--- src/rtl/xc20xx_cfg_pkg.sv ---
// Shared types and constants for the XC20XX CLB configuration loader.
// Optional parity build: define XC20XX_CFG_PARITY_EN.
package xc20xx_cfg_pkg;

    typedef enum logic [3:0] {
        S_IDLE,
        S_LENGTH,
        S_FSTART,
        S_FDATA,
        S_FPAR,
        S_FSTOP,
        S_CHECK,
        S_DONE,
        S_ERR
    } cfg_state_e;

    localparam logic [3:0]  PREAMBLE  = 4'b0010;
    localparam int unsigned LEN_W     = 24;
    localparam int unsigned STOP_BITS = 3;

    // CLB configuration word field layout
    localparam int unsigned F_INIT_LSB = 14;
    localparam int unsigned G_INIT_LSB = 6;
    localparam int unsigned MUX_FG_BIT = 5;
    localparam int unsigned MODE_BIT   = 4;
    localparam int unsigned XSEL_LSB   = 2;
    localparam int unsigned YSEL_LSB   = 0;

endpackage

--- src/rtl/xc20xx_cfg_shifter.sv ---
// Enable-gated MSB-first shift register with a bit counter that flags
// the final bit of a W-bit field; the counter wraps itself for the next field.
module xc20xx_cfg_shifter
    import xc20xx_cfg_pkg::*;
#(
    parameter int unsigned W = 22
) (
    input  logic         clk_i,
    input  logic         rst_n_i,
    input  logic         clr_i,
    input  logic         en_i,
    input  logic         din_i,
    output logic [W-1:0] data_o,
    output logic         last_o
);

    localparam int unsigned CNT_W = $clog2(W);

    logic [W-1:0]     data_q;
    logic [CNT_W-1:0] cnt_q;

    assign data_o = data_q;
    assign last_o = (cnt_q == CNT_W'(W - 1));

    // Shift one bit in per enabled cycle and track position within the field
    always_ff @(posedge clk_i or negedge rst_n_i) begin
        if (!rst_n_i) begin
            data_q <= '0;
            cnt_q  <= '0;
        end else if (clr_i) begin
            data_q <= '0;
            cnt_q  <= '0;
        end else if (en_i) begin
            data_q <= {data_q[W-2:0], din_i};
            cnt_q  <= last_o ? '0 : cnt_q + 1'b1;
        end
    end

endmodule

--- src/rtl/xc20xx_clb_cfg_loader.sv ---
// Serial bitstream parser: preamble, 24-bit length, NUM_CLB framed config
// words, then a length check. Optional per-frame even parity bit when
// XC20XX_CFG_PARITY_EN is defined.
module xc20xx_clb_cfg_loader
    import xc20xx_cfg_pkg::*;
#(
    parameter int unsigned NUM_CLB = 4,
    parameter int unsigned ADDR_W  = 2,
    parameter int unsigned CFG_W   = 22
) (
    input  logic              K,
    input  logic              RST_N,
    input  logic              DIN,
    input  logic              DIN_VALID,
    output logic              CFG_WE,
    output logic [ADDR_W-1:0] CFG_ADDR,
    output logic [CFG_W-1:0]  CFG_DATA,
    output logic              BUSY,
    output logic              DONE,
    output logic              ERR
);

    cfg_state_e        state_q;
    logic [3:0]        hist_q;
    logic [LEN_W-1:0]  bitcnt_q;
    logic [1:0]        stop_q;
    logic [ADDR_W-1:0] idx_q;
    logic              we_q;
    logic [ADDR_W-1:0] addr_q;
    logic [CFG_W-1:0]  data_q;
    logic              busy_q;
    logic              done_q;
    logic              err_q;

    logic [LEN_W-1:0]  len_word;
    logic              len_last;
    logic [CFG_W-1:0]  frm_word;
    logic              frm_last;
    logic              in_frame;
    logic              sh_clr;

    assign in_frame = (state_q == S_FSTART) || (state_q == S_FDATA) ||
                      (state_q == S_FPAR)   || (state_q == S_FSTOP);
    assign sh_clr   = (state_q == S_IDLE);

    xc20xx_cfg_shifter #(.W(LEN_W)) u_len_sh (
        .clk_i   (K),
        .rst_n_i (RST_N),
        .clr_i   (sh_clr),
        .en_i    (DIN_VALID && (state_q == S_LENGTH)),
        .din_i   (DIN),
        .data_o  (len_word),
        .last_o  (len_last)
    );

    xc20xx_cfg_shifter #(.W(CFG_W)) u_frm_sh (
        .clk_i   (K),
        .rst_n_i (RST_N),
        .clr_i   (sh_clr),
        .en_i    (DIN_VALID && (state_q == S_FDATA)),
        .din_i   (DIN),
        .data_o  (frm_word),
        .last_o  (frm_last)
    );

    assign CFG_WE   = we_q;
    assign CFG_ADDR = addr_q;
    assign CFG_DATA = data_q;
    assign BUSY     = busy_q;
    assign DONE     = done_q;
    assign ERR      = err_q;

    // Main parser FSM; all outputs registered, only valid bits advance it
    always_ff @(posedge K or negedge RST_N) begin
        if (!RST_N) begin
            state_q  <= S_IDLE;
            hist_q   <= '0;
            bitcnt_q <= '0;
            stop_q   <= '0;
            idx_q    <= '0;
            we_q     <= 1'b0;
            addr_q   <= '0;
            data_q   <= '0;
            busy_q   <= 1'b0;
            done_q   <= 1'b0;
            err_q    <= 1'b0;
        end else begin
            we_q <= 1'b0;
            if (DIN_VALID && in_frame && (bitcnt_q != '1)) begin
                bitcnt_q <= bitcnt_q + 1'b1;
            end
            case (state_q)
                S_IDLE: begin
                    if (DIN_VALID) begin
                        hist_q <= {hist_q[2:0], DIN};
                        if ({hist_q, DIN} == {1'b1, PREAMBLE}) begin
                            state_q <= S_LENGTH;
                            busy_q  <= 1'b1;
                        end
                    end
                end
                S_LENGTH: begin
                    if (DIN_VALID && len_last) begin
                        state_q <= S_FSTART;
                    end
                end
                S_FSTART: begin
                    if (DIN_VALID) begin
                        if (DIN) begin
                            state_q <= S_ERR;
                            err_q   <= 1'b1;
                            busy_q  <= 1'b0;
                        end else begin
                            state_q <= S_FDATA;
                        end
                    end
                end
                S_FDATA: begin
                    if (DIN_VALID && frm_last) begin
                        stop_q <= '0;
`ifdef XC20XX_CFG_PARITY_EN
                        state_q <= S_FPAR;
`else
                        state_q <= S_FSTOP;
`endif
                    end
                end
                S_FPAR: begin
`ifdef XC20XX_CFG_PARITY_EN
                    if (DIN_VALID) begin
                        if ((^frm_word) ^ DIN) begin
                            state_q <= S_ERR;
                            err_q   <= 1'b1;
                            busy_q  <= 1'b0;
                        end else begin
                            state_q <= S_FSTOP;
                        end
                    end
`else
                    state_q <= S_IDLE;
`endif
                end
                S_FSTOP: begin
                    if (DIN_VALID) begin
                        if (!DIN) begin
                            state_q <= S_ERR;
                            err_q   <= 1'b1;
                            busy_q  <= 1'b0;
                        end else if (stop_q == 2'(STOP_BITS - 1)) begin
                            we_q   <= 1'b1;
                            addr_q <= idx_q;
                            data_q <= frm_word;
                            idx_q  <= idx_q + 1'b1;
                            if (idx_q == ADDR_W'(NUM_CLB - 1)) begin
                                state_q <= S_CHECK;
                            end else begin
                                state_q <= S_FSTART;
                            end
                        end else begin
                            stop_q <= stop_q + 1'b1;
                        end
                    end
                end
                S_CHECK: begin
                    busy_q <= 1'b0;
                    if (len_word == bitcnt_q) begin
                        state_q <= S_DONE;
                        done_q  <= 1'b1;
                    end else begin
                        state_q <= S_ERR;
                        err_q   <= 1'b1;
                    end
                end
                S_DONE, S_ERR: begin
                end
                default: state_q <= S_IDLE;
            endcase
        end
    end

endmodule
--- config.mk ---
export PLATFORM = sky130hd
export DESIGN_NAME = xc20xx_clb_cfg_loader
export DESIGN_NICKNAME = d
export VERILOG_FILES = /design/src/rtl/xc20xx_cfg_pkg.sv /design/src/rtl/xc20xx_cfg_shifter.sv /design/src/rtl/xc20xx_clb_cfg_loader.sv
export SDC_FILE = /design/constraint.sdc
export NUM_CORES = 1
export LEC_CHECK = 0
export BUFFER_PORTS_ARGS = -buffer_cell sky130_fd_sc_hd__buf_4
export CAP_MARGIN = 20
export CORE_MARGIN = 1.5
export CORE_UTILIZATION = 50
export DETAILED_ROUTE_END_ITERATION = 12
export GPL_TIMING_DRIVEN = 0
export PLACE_DENSITY = 0.68
export SLEW_MARGIN = 5
export SYNTH_ARGS = -nofsm -noshare
export SYNTH_HDL_FRONTEND = slang
export SYNTH_SLANG_ARGS = --single-unit
--- constraint.sdc ---
create_clock -name K -period 3.4 [get_ports K]
set_input_delay 0.68 -clock K [delete_from_list [all_inputs] [get_ports K]]
set_output_delay 0.68 -clock K [all_outputs]
set_load 0.005 [all_outputs]
==> summary.txt, run 1 <==
Tmin final: 2.27 ns
post-CTS resize count: 0
top post-synthesis cells by count: 120 x dfrtp_1, 106 x nand2_1, 38 x o21ai_0
Synth Area in XOR/XNOR: 0.0819
crit end category: flip-flop
DR iter-0 viols: 202
hold path endpoint: DONE
Synth Area in Simple Gates: 0.177
post-synth top area cell: dfrtp_1
Setup WS pre-CTS: 1.00 ns
HPWL Detailed: 7570 um
CTS H-Tree Depth: 4
CTS tree: yes
P&R area growth vs syn: 19.2%
layout cells sized above 1: 0.190
worst-skew pair later-pin latency: 0.54 ns
Sequential Area: 3000 sq um
RSZ-0062 raised after global routing: false
Crit Path Class: reg -> reg
Root Driver: clkbuf_8
vias in the first global route: 3971
period utilization: 0.668
Finished Cell Area: 6630 sq um
share of the synthesized area in the top cell type: 0.540
largest family of logic cells by synthesized area: simple AND/OR/NAND/NOR gates
VDD IR max: 0.000445 V
Die Footprint: 11800 sq um
Core Footprint: 10800 sq um
Cells on Worst Hold Path: 1
endpoints failing hold: 0
number of CTS-inserted buffers: 17
vias per cell: 5.50
Tot Pwr: 4.64 mW
HP Class: reg -> reg
# setup viols final: 0
Port Buffers: 30
antenna violations before repair: 0
clock-pin transition on the worst setup and hold timing paths: 0.05 ns
most common cell in the netlist: dfrtp_1
multi-input logic area: 2380 sq um
final worst slack: 1.13 ns
largest net degree at the start of global routing: 96
Slew Limit Fails: 0
power per cell area: 700 nW/um^2
CP Data Required Time: 3.81 ns
register area share after synthesis: 0.540
reg2reg path depth: 8
Row Count: 38
status: finished clean
Setup Skew: 0.00992 ns
Post-Synthesis Net Count: 545
GR Util All Layers: 0.215
reg2reg start: state_q[1]
mux contribution to synthesized area: 0.0680
Nets: 596
Setup crit start kind: flip-flop
RePlAce Congestion: 0.912
DR pass1 iterations: 7
max_slew headroom: 0.473
number of I/O pins: 32
Post-Route WL: 11400 um
FFs w/ async S/R, synth: 1.00
Die Span X: 108 um
clock tree buffer depth: 2
min-delay src: DONE
Synth cell types: 49
DRC: 0
fill count: 886
synth warn: 0
Reg-to-Reg End: CFG_DATA[10]
EDFF count, synth: 0
Post-Synthesis Cells: 535
Maximum Capacitance Violations: 0
DIE HEIGHT: 108 um
adder-cell share of the synthesized area: 0.0135
Least-Margin Pin Slew: 0.784 ns
Starting Density: 0.513
# diodes: 0
post-synthesis average cell area: 10.4 sq um
first-pass GRT wire length: 19300 um
Routed WL per cell: 15.4 um
Area after DPL: 5990 sq um
post-route ant nets: 0
Setup TNS: 0 ns
synthesized area: 5560 sq um
main area contributors after synthesis: dfrtp_1 54%, nand2_1 7.2%, mux2_2 6.1%
Pleak: 3.07 nW
via count: 4062
flop-to-flop setup slack: 1.13 ns
prevailing post-synth register cell: dfrtp_1
Synth Register Bits: 120
CTS sink count: 120
crit-path max FO: 10
Synth Area in Compound Gates: 0.0876
CP Data Arrival Time: 2.69 ns
Overflow after GRT: 0
fmax: 0.440 GHz
Crit. Startpoint: state_q[1]
[registers in the layout (all words and copies together) (netlist names)]
register         cells
stop_q               2
CFG_WE               1
state_q              4
DONE                 1
idx_q                2
u_len_sh.cnt_q       5
ERR                  1
u_frm_sh.data_o     22
CFG_DATA            22
u_len_sh.data_o     24
BUSY                 1
CFG_ADDR             2
hist_q               4
u_frm_sh.cnt_q       5
bitcnt_q            24
[where the power goes]
group | internal [mW] | switching (mW)
Clock | 1.22 | 0.638
Sequential | 1.57 | 0.140
Combinational | 0.375 | 0.697
[cells in the final DEF (no fill, tap or decap), types with 2 or more instances in the layout]
cell / Yosys / layout
o31ai_1: 2 / 2
a22o_1: 2 / 2
nand2b_1: 4 / 4
clkinv_4: 0 / 3
a21oi_1: 30 / 30
nor2b_1: 3 / 3
and4_1: 4 / 4
xor2_1: 27 / 27
nor4_2: 2 / 2
mux2_2: 30 / 30
o21ai_0: 38 / 38
clkbuf_16: 0 / 16
nor4_4: 2 / 2
nand2_1: 106 / 106
nand4b_1: 3 / 3
xnor2_1: 25 / 25
bufinv_16: 0 / 3
a211oi_1: 3 / 3
nand3_1: 18 / 18
nor3_1: 3 / 3
buf_4: 5 / 34
inv_1: 10 / 10
and3_1: 4 / 4
o21a_1: 2 / 2
nand3b_1: 2 / 2
nand4_1: 11 / 11
nor2_1: 19 / 19
ha_1: 6 / 6
clkbuf_8: 0 / 6
nor4_1: 6 / 6
mux2i_1: 4 / 4
clkbuf_1: 16 / 17
dfrtp_1: 120 / 120
buf_2: 8 / 8
o21bai_1: 2 / 2
[through the flow]
stage	instances	util	hold slack, ns
after global placement	705	0.550	0.456
after CTS	739	0.611	0.477
after global routing	739	0.611	0.490
after detailed placement	706	0.553	0.465
final	739	0.611	0.477
after floorplan	535	-	0.384
[how the worst max path moves through the flow]
stage / to / slack [ns] / cells past startpoint
global placement: bitcnt_q[10] / 1.01 / 6
CTS: CFG_DATA[10] / 1.14 / 8
detailed placement: bitcnt_q[10] / 1.00 / 6
global route: u_frm_sh.data_o[10] / 0.98 / 5
finish: CFG_DATA[10] / 1.13 / 8
floorplan: bitcnt_q[9] / 1.28 / 7
[kinds of logic (layout without fill, tap and decap cells)]
| kind of cell | count (synthesis) | count (layout) |
|---|---|---|
| and+or+nand+nor | 198 | 198 |
| DFF | 120 | 120 |
| AOI/OAI and AO/OA | 86 | 86 |
| xor gates and xnor gates | 52 | 52 |
| buffers and inverters | 39 | 103 |
| muxes | 34 | 34 |
| adders and majority gates | 6 | 6 |
[timing repair]
action | in CTS | in global routing
endpoints found under the hold margin | 4 | 0
buffers inserted | 0 | 0
hold buffers | 1 | 0
[layout make-up]
| type | instances | share of cell area |
|---|---|---|
| Clock inverter | 9 | 0.0208 |
| Sequential cell | 120 | 0.453 |
| Clock buffer | 23 | 0.0735 |
| Tap cell | 140 | 0.0264 |
| Inverter | 10 | 0.00567 |
| Multi-Input combinational cell | 376 | 0.359 |
| Timing Repair Buffer | 32 | 0.0402 |
| Buffer | 29 | 0.0208 |
[worst max-delay path, cell delays in order, from the launching register on]
cell and delay, ns:
dfrtp_1 0.36, buf_4 0.16, nor2b_1 0.29, nand2_1 0.14, nor2_1 0.22, and4_1 0.23
buf_4 0.18, buf_4 0.22, mux2_2 0.35
[layer usage]
layer	part of all wire	wire [um]	global-route usage
met1	0.47	5400	0.298
met2	0.47	5300	0.320
met3	0.043	489	0.0512
met4	0.017	190	0.0968
met5	0	0	0
Power figures use the tool's default switching activity.
==> inputs of run 2 (changes only) <==
- PLACE_DENSITY: 0.68 -> 0.71
- clock period: 3.4 -> 1.8 ns (I/O delays scaled with it)
==> summary.txt, run 2 (same netlist as run 1, synthesis figures left out) <==
Core Footprint: 10800 sq um
Int Power: 6.06 mW
status: finished, violations left
clock-pin transition on the worst setup and hold timing paths: 0.06 ns
clock tree buffer depth: 2
antenna violations before repair: 0
most frequent cells in the layout: 113 x dfrtp_1, 101 x nand2_1, 59 x buf_4
Maximum Capacitance Violations: 0
worst-skew pair later-pin latency: 0.53 ns
switching pwr: 2.95 mW
post-route ant nets: 0
# diodes: 0
P&R area growth vs syn: 29.0%
GR Util All Layers: 0.222
HPWL Detailed: 7480 um
Port Buffers: 30
Tot Pwr: 9.02 mW
power per cell area: 1260 nW/um^2
Reg-to-Reg End: state_q[0]
reg2reg path depth: 8
Crit Path Class: reg -> reg
flop-to-flop setup slack: -0.08 ns
critical-path cell list: buf_6, buf_4, buf_2, o21ai_0, a32oi_1, a2111o_1, o21bai_1, nand3_1
CTS sink count: 120
Root Driver: clkbuf_8
via count: 4204
Slew Limit Fails: 0
HP Class: in -> async
CP Data Required Time: 2.26 ns
final worst slack: -0.0788 ns
failing checks: negative setup slack
max_slew headroom: 0.626
DRC: 0
CP Data Arrival Time: 2.34 ns
crit path max-delay cell type: a2111o_1
RSZ-0062 raised after global routing: true
most common cell after layout, fill and taps aside: dfrtp_1
DP Cell Count: 706
first-pass GRT wire length: 20000 um
Overflow after GRT: 0
Die Footprint: 11800 sq um
number of I/O pins: 32
fmax: 0.532 GHz
DR pass1 iterations: 4
period utilization: 1.04
Flop pwr share: 0.360
Finished Cell Area: 7170 sq um
DIE HEIGHT: 108 um
Post-Route WL: 12200 um
Die Span X: 108 um
DR iter-0 viols: 235
number of CTS-inserted buffers: 17
CTS H-Tree Depth: 4
Clk pwr share: 0.345
Routed WL per cell: 15.9 um
Starting Density: 0.513
Switching Fraction: 0.328
reg2reg start: state_q[1]
crit end category: flip-flop
endpoints failing hold: 0
fill count: 797
Least-Margin Pin Slew: 0.561 ns
VDD IR max: 0.000917 V
Finished Layout Cells: 769
CTS tree: yes
vias per cell: 5.47
# setup viols final: 17
RePlAce Congestion: 0.870
crit-path max FO: 10
fin util: 0.662
Setup crit start kind: flip-flop
Nets: 626
largest net degree at the start of global routing: 98
Pleak: 3.33 nW
Logic pwr share: 0.294
Tmin final: 1.88 ns
Area after DPL: 5990 sq um
slowest cell delay on critical path: 0.47 ns
layout cells sized above 1: 0.315
Setup Skew: 0.00669 ns
Row Count: 38
vias in the first global route: 4147
## run 2: cell count changes in the layout (fill, tap and decap cells not counted), sizes merged
cell / previous run / this run
bufinv: 3 / 1
inv: 11 / 10
buf: 44 / 75
clkinv: 4 / 6
## run 2: final cells by class
type	count	area, sq um	area share
Clock buffer	24	470	0.0656
Timing Repair Buffer	65	588	0.0820
Buffer	26	188	0.0262
Clock inverter	8	71.3	0.00994
Sequential cell	120	3010	0.420
Tap cell	140	175	0.0244
Inverter	10	37.5	0.00523
Multi-Input combinational cell	376	2630	0.367
## run 2: routing by layer
metal,track usage,vias up,routed length (um)
li1,-,2005,-
met1,0.301,2080,5680
met2,0.331,101,5640
met3,0.0675,18,652
met4,0.0968,0,221
met5,0,-,0
## run 2: what timing repair did
item,in CTS,in global routing
endpoints found under the hold margin,23,0
buffers inserted,17,13
endpoints found under the setup margin,113,94
pin swaps,10,15
gates resized for setup,51,67
cloned,1,2
hold buffers,1,0
## run 2: stage by stage
stage	worst slack [ns]	hold WS (ns)	TNS, ns
floorplan	-0.0229	0.0644	-0.408
global placement	-0.416	0.457	-22.79
detailed placement	-0.417	0.231	-22.66
CTS	-0.0446	0.253	-0.267
global route	-0.133	0.273	-3.17
finish	-0.0788	0.263	-0.329
## run 2: worst max-delay path, delay by kind of cell, from the launching register on
| family | cells | cell delay (ns) |
|---|---|---|
| buffers and inverters | 3 | 0.45 |
| DFF | 1 | 0.37 |
| and+or+nand+nor | 1 | 0.09 |
| AOI/OAI and AO/OA | 4 | 0.91 |
## run 2: how the worst max path moves through the flow
stage | start | end | cells past startpoint
2_1_floorplan | state_q[1] | CFG_DATA[10] | 8
3_3_place_gp | state_q[0] | u_len_sh.data_o[1] | 5
3_5_place_dp | state_q[0] | u_len_sh.data_o[1] | 5
4_1_cts | state_q[2] | bitcnt_q[9] | 7
5_1_grt | state_q[1] | bitcnt_q[23] | 7
6_report | state_q[1] | state_q[0] | 8
## run 2: power groups by stage
stage	combinational [mW]	clock, mW	sequential [mW]
3_3_place_gp	1.95	0	3.26
6_report	2.65	3.12	3.25
3_5_place_dp	2.00	0	3.27
5_1_grt	2.91	3.28	3.29
4_1_cts	2.27	3.16	3.23
2_1_floorplan	1.48	0	3.20
